<file path="src/rtl/move_commit_pkg.sv">
// Shared piece encoding, promotion codes, FSM states and the standard start position.
package move_commit_pkg;
   localparam logic [3:0] EMPTY      = 4'h0;
   localparam logic [2:0] PAWN       = 3'd1;
   localparam logic [2:0] KNIGHT     = 3'd2;
   localparam logic [2:0] BISHOP     = 3'd3;
   localparam logic [2:0] ROOK       = 3'd4;
   localparam logic [2:0] QUEEN      = 3'd5;
   localparam logic [2:0] KING       = 3'd6;
   localparam int         COLOUR_BIT = 3;

   localparam logic [1:0] PROMO_Q = 2'b00;
   localparam logic [1:0] PROMO_R = 2'b01;
   localparam logic [1:0] PROMO_B = 2'b10;
   localparam logic [1:0] PROMO_N = 2'b11;

   typedef enum logic [2:0] {IDLE, PRECHK, WAIT, APPLY, REJECT} state_t;

   function automatic logic [2:0] back_rank(input int col);
      case (col)
         0, 7:    return ROOK;
         1, 6:    return KNIGHT;
         2, 5:    return BISHOP;
         3:       return QUEEN;
         default: return KING;
      endcase
   endfunction

   function automatic logic [2:0] promo_type(input logic [1:0] sel);
      case (sel)
         PROMO_Q: return QUEEN;
         PROMO_R: return ROOK;
         PROMO_B: return BISHOP;
         default: return KNIGHT;
      endcase
   endfunction

   // Black occupies rows 0/1, white rows 6/7; square s = col*8 + row.
   function automatic logic [255:0] std_board();
      logic [255:0] b;
      b = '0;
      for (int c = 0; c < 8; c++) begin
         b[4*(c*8+0) +: 4] = {1'b1, back_rank(c)};
         b[4*(c*8+1) +: 4] = {1'b1, PAWN};
         b[4*(c*8+6) +: 4] = {1'b0, PAWN};
         b[4*(c*8+7) +: 4] = {1'b0, back_rank(c)};
      end
      return b;
   endfunction

   localparam logic [255:0] INIT_BOARD = std_board();
endpackage

</file>
<file path="src/rtl/board_writer.sv">
// Combinational move application: clears the source square and places the piece on the
// target, promoting a pawn that lands on its last row.
module board_writer
   import move_commit_pkg::*;
(
   input  logic [255:0] board,
   input  logic [5:0]   src,
   input  logic [5:0]   tgt,
   input  logic [1:0]   promo,
   output logic [255:0] next_board
);
   logic [3:0] piece;
   logic [3:0] placed;
   logic       last_row;

   always_comb begin
      piece    = board[{src, 2'b00} +: 4];
      last_row = piece[COLOUR_BIT] ? (tgt[2:0] == 3'd7) : (tgt[2:0] == 3'd0);
      placed   = piece;
      if (piece[2:0] == PAWN && last_row)
         placed = {piece[COLOUR_BIT], promo_type(promo)};
      next_board = board;
      next_board[{src, 2'b00} +: 4] = EMPTY;
      next_board[{tgt, 2'b00} +: 4] = placed;
   end
endmodule

</file>
<file path="src/rtl/move_commit.sv">
// Board owner on the move-check path: latches a move, lets the checker judge it against
// the frozen board, then commits or refuses it with a one-cycle pulse.
module move_commit #(
   parameter int           CHECK_LATENCY = 2,
   parameter logic [255:0] INIT_BOARD    = move_commit_pkg::INIT_BOARD
) (
   input  logic         clk,
   input  logic         rst_n,
   input  logic         new_game,
   input  logic         move_valid,
   output logic         move_ready,
   input  logic [13:0]  move_data,
   output logic [13:0]  chk_move_data,
   output logic [255:0] chk_board,
   input  logic         chk_allow,
   output logic [255:0] board_out,
   output logic         side_to_move,
   output logic         commit_pulse,
   output logic         reject_pulse
);
   import move_commit_pkg::*;

   localparam int CW = (CHECK_LATENCY > 1) ? $clog2(CHECK_LATENCY) : 1;

   state_t        state;
   logic [CW-1:0] cnt;
   logic [255:0]  board;
   logic [255:0]  next_board;
   logic [5:0]    src;
   logic [5:0]    tgt;
   logic [3:0]    src_piece;

   assign src       = chk_move_data[11:6];
   assign tgt       = chk_move_data[5:0];
   assign src_piece = board[{src, 2'b00} +: 4];
   assign board_out = board;
   assign chk_board = board;

   board_writer u_writer (
      .board      (board),
      .src        (src),
      .tgt        (tgt),
      .promo      (chk_move_data[13:12]),
      .next_board (next_board)
   );

   always_ff @(posedge clk) begin
      if (!rst_n) begin
         state         <= IDLE;
         cnt           <= '0;
         board         <= INIT_BOARD;
         side_to_move  <= 1'b0;
         chk_move_data <= '0;
         move_ready    <= 1'b1;
         commit_pulse  <= 1'b0;
         reject_pulse  <= 1'b0;
      end else begin
         commit_pulse <= 1'b0;
         reject_pulse <= 1'b0;
         case (state)
            IDLE: begin
               // new_game takes priority over a coincident move request
               if (new_game) begin
                  board        <= INIT_BOARD;
                  side_to_move <= 1'b0;
               end else if (move_valid) begin
                  chk_move_data <= move_data;
                  move_ready    <= 1'b0;
                  state         <= PRECHK;
               end
            end
            PRECHK: begin
               if (src_piece == EMPTY || src_piece[COLOUR_BIT] != side_to_move || src == tgt)
                  state <= REJECT;
               else begin
                  cnt   <= CW'(CHECK_LATENCY - 1);
                  state <= WAIT;
               end
            end
            WAIT: begin
               if (cnt == '0) state <= chk_allow ? APPLY : REJECT;
               else           cnt   <= cnt - 1'b1;
            end
            APPLY: begin
               board        <= next_board;
               side_to_move <= ~side_to_move;
               commit_pulse <= 1'b1;
               move_ready   <= 1'b1;
               state        <= IDLE;
            end
            REJECT: begin
               reject_pulse <= 1'b1;
               move_ready   <= 1'b1;
               state        <= IDLE;
            end
            default: begin
               move_ready <= 1'b1;
               state      <= IDLE;
            end
         endcase
      end
   end
endmodule
</file>
<file path="config.mk">
export PLATFORM = sky130hd
export DESIGN_NAME = move_commit
export DESIGN_NICKNAME = d
export VERILOG_FILES = /design/src/rtl/move_commit_pkg.sv /design/src/rtl/board_writer.sv /design/src/rtl/move_commit.sv
export SDC_FILE = /design/constraint.sdc
export NUM_CORES = 1
export LEC_CHECK = 0
export CORE_AREA = 2 2 213 215
export CTS_CLUSTER_DIAMETER = 200
export DETAILED_ROUTE_END_ITERATION = 8
export DIE_AREA = 0 0 215 217
export DONT_BUFFER_PORTS = 1
export GPL_ROUTABILITY_DRIVEN = 0
export SKIP_LAST_GASP = 1
export SLEW_MARGIN = 40
export SYNTH_ARGS = -nofsm -noshare
export SYNTH_HDL_FRONTEND = slang
export SYNTH_HIERARCHICAL = 1
export SYNTH_SLANG_ARGS = --single-unit
</file>
<file path="constraint.sdc">
create_clock -name clk -period 5.25 [get_ports clk]
set_clock_uncertainty 0.05 [all_clocks]
set_input_delay 0.7875 -clock clk [delete_from_list [all_inputs] [get_ports clk]]
set_output_delay 0.7875 -clock clk [all_outputs]
set_load 0.05 [all_outputs]
</file>
==> results.cfg <==
[status]
outcome = completed

[final_layout]
drive_gt1_frac = 0.251
syn_to_final_growth_pct = 5.74
fin_cells = 2801
layout_common_cells = 277 x buf_4, 266 x nand2_1, 245 x dfxtp_1, 204 x a22o_1, 141 x nand3_1
finalNetCount = 2204
fillers = 4334
final_common_cell = buf_4

[clocking]
numCtsBuffers = 34
cts_setup_buffers = 0
clock_path_buffers = 3
cts.hold.buffers_added = 0
cts_resized = 0
htree_levels = 2
cts_sinks = 278
cts_root_buf = clkbuf_16
clkLatencyLatePin_ns = 0.56
cts_tree = built
path_clk_slew_ns = 0.06

[sta]
setup_viol = 0
relSlewSlack = 0.346
hold_violations = 0
clock.fmax_mhz = 234
drv_slew = 0
period_needed_ns = 4.28
worstMarginPinSlew_ns = 0.982
holdWs_ns = 0.272
rsz0062_at_grt = false
setup_tns_ns = 0
min_period_over_period = 0.815

[die]
core.rowCount = 78
die_w_um = 215
pin_count = 549
start_util = 0.451
core-area_um2 = 44700
die_y_um = 217
die_area_um2 = 46700

[detailed_routing]
initialDrtViolationCount = 2560
drt-total-wl_um = 89300
drc = 0
post_drt_wl_per_cell_um = 31.9
ant_nets = 0
drt-pass1-iter-count = 8
viasPerCell = 7.01
vias = 19600

[grt]
grt_usage = 0.367
antenna_found_initial = 3
grt_pass1_wl_um = 128000
grt_max_degree = 127
overflow = 0
grt_pass1_vias = 18100

[setup_path]
path_cells = buf_12 > buf_4 > mux4_2 > o221ai_1 > a21oi_1 > o311a_2 > nor3b_2 > o21a_2 > buf_4 > o31ai_1 > a22o_1
crit_top_cell = buf_4
cp_data_required_time_ns = 5.64
critPathKind = flip-flop to flip-flop
worst-path-stages = 11
rr_endpoint = board_out[112]$_SDFFE_PN0P_
critPathMaxFanout = 34
path_delay_family = compound AO/OA/AOI/OAI gates
r2r_slack_ns = 0.97
crit_path_end_kind = flip-flop
slowest_stage = o311a_2
cp.buffers_inverters = 3
crit_path_start_kind = flip-flop
r2r_cells = 11
crit_path_max_incr_delay_ns = 0.66
arrival_ns = 4.66
reg2reg_from = chk_move_data[6]$_SDFFE_PN0P_

[synthesis]
synth-compound-area-share = 0.274
synthArstFlopShare = 0
syn_nets = 2314
synth_mux_area_frac = 0.127
synth_edf_count = 0
synth_top_flop_cell = dfxtp_1
syn_avg_cell_area_um2 = 8.81
yosys_warnings = 6
ys_seq_elements = 278
yosysSeqAreaShare = 0.276
synth_top_family_by_area = compound AO/OA/AOI/OAI gates
synth_cell_types = 94
yosysTopAreaCellShare = 0.276
synthTopCellsByArea = dfxtp_1 28%, buf_4 9.8%, a22o_1 8.9%
postSynthCellCount = 2288
synth_fa_ha_area_frac = 0.00435
synthSimpleGateAreaFrac = 0.160
syn_area_um2 = 20100
synthXorXnorAreaFrac = 0.00515
yosysTopAreaCell = dfxtp_1

[worst_hold_path]
whs_path_depth = 1
worstHoldEndpoint = board_out[231]$_SDFFE_PN1P_
hold_class = primary input to flip-flop
min-delay-start = rst_n

[pwr]
switchingPower_mw = 1.62
power.share.switching = 0.306
cellPowerDensity_nw_per_um2 = 248
p_int_mw = 3.67
peakVddDrop_uv = 216
seqPwrFrac = 0.409
clock_power_share = 0.442
combPwrFrac = 0.148
p_leak_nw = 7.80

[place]
dp_hpwl_um = 62300
dp_cells = 2742
portBuffers = 0

[run]
drv_cap = 0
through the flow:
| step | area (µm²) | power [mW] | setup WS [ns] | util |
|---|---|---|---|---|
| 3_3_place_gp | 20100 | 2.94 | 0.978 | 0.450 |
| 2_1_floorplan | 20100 | 2.70 | 1.44 | - |
| 4_1_cts | 21300 | 5.25 | 1.07 | 0.476 |
| 5_1_grt | 21300 | 5.37 | 0.895 | 0.477 |
| 3_5_place_dp | 20200 | 2.96 | 1.10 | 0.453 |
| 6_report | 21300 | 5.29 | 0.973 | 0.477 |
cells in the mapped netlist (5+ instances only):
master    count
o21ai_2      61
clkbuf_1     93
nor4_1        7
buf_6        21
nand3b_1      6
buf_2        25
nand4_1       8
a22oi_2       8
nor2_1      124
nor2b_1      30
nor3_1       38
a211oi_1      7
buf_1        10
o21a_1        7
buf_4       263
o211ai_1      7
inv_1        17
o22a_1       55
mux4_2       58
mux2i_1      51
a32o_1        5
buf_12        5
xnor2_1       6
a22oi_1      58
nand3_1     141
clkbuf_8     12
mux2_2       10
o21ai_0      77
o31ai_1      75
nand2_1     267
and2_1       17
o21ai_1       5
or4_1         5
o22ai_1       8
ha_1          7
dfxtp_1     278
and4_1        5
a21oi_1      67
a31oi_1       7
mux4_1       23
nand2b_1     10
a22o_1      204
power groups by stage:
stage               Clock (mW)  Sequential (mW)  Combinational, mW
global placement             0             2.21              0.727
floorplan                    0             2.19              0.503
global route              2.41             2.16              0.798
CTS                       2.33             2.16              0.749
detailed placement           0             2.21              0.746
finish                    2.34             2.16              0.785
final cells by class:
cell class | instances | area (µm²) | share of cell area
Multi-Input combinational cell | 1559 | 11600 | 0.543
Inverter | 19 | 78.8 | 0.00370
Antenna cell | 2 | 5.00 | 0.000235
Tap cell | 600 | 751 | 0.0352
Clock inverter | 5 | 53.8 | 0.00253
Timing Repair Buffer | 286 | 2250 | 0.105
Sequential cell | 278 | 5610 | 0.264
Clock buffer | 52 | 990 | 0.0465
how the worst max path moves through the flow:
stage	startpoint	end
CTS	chk_move_data[6]$_SDFFE_PN0P_	board_out[244]$_SDFFE_PN0P_
floorplan	chk_move_data[7]$_SDFFE_PN0P_	board_out[163]$_SDFFE_PN1P_
global placement	chk_move_data[6]$_SDFFE_PN0P_	board_out[5]$_SDFFE_PN0P_
finish	chk_move_data[6]$_SDFFE_PN0P_	board_out[112]$_SDFFE_PN0P_
detailed placement	chk_move_data[6]$_SDFFE_PN0P_	board_out[244]$_SDFFE_PN0P_
global route	chk_move_data[6]$_SDFFE_PN0P_	board_out[244]$_SDFFE_PN0P_
layer usage:
metal / share of wire / global-route usage / wire length (µm) / up-vias
met2: 0.44 / 0.568 / 39200 / 1670
met1: 0.37 / 0.459 / 32900 / 9491
met4: 0.058 / 0.191 / 5200 / 2
met3: 0.13 / 0.117 / 12000 / 321
li1: - / - / - / 8138
met5: 0.00015 / 0 / 13 / -
cell families (layout without fill, tap and decap cells):
kind of cell    Yosys count  in the layout
compound gates          705            705
simple gates            693            693
buf+inv                 451            362
flops                   278            278
mux                     143            143
xor+xnor                 11             11
fa+ha+maj                 7              7
other cells               0              2
sequential cells by signal, indices dropped and copies added, names as in the netlist:
| signal | flops |
|---|---|
| cnt | 1 |
| board_out | 256 |
| state | 3 |
| side_to_move | 1 |
| reject_pulse | 1 |
| chk_move_data | 14 |
| move_ready | 1 |
| commit_pulse | 1 |
worst register-to-register path, delay by kind of cell, from the launching register on:
| family | cells | cell delay, ns |
|---|---|---|
| muxes | 1 | 0.51 |
| DFF | 1 | 0.65 |
| buffers and inverters | 3 | 1.05 |
| AOI/OAI and AO/OA | 6 | 1.63 |
| and+or+nand+nor | 1 | 0.26 |
(Power assumes the default switching activity.)
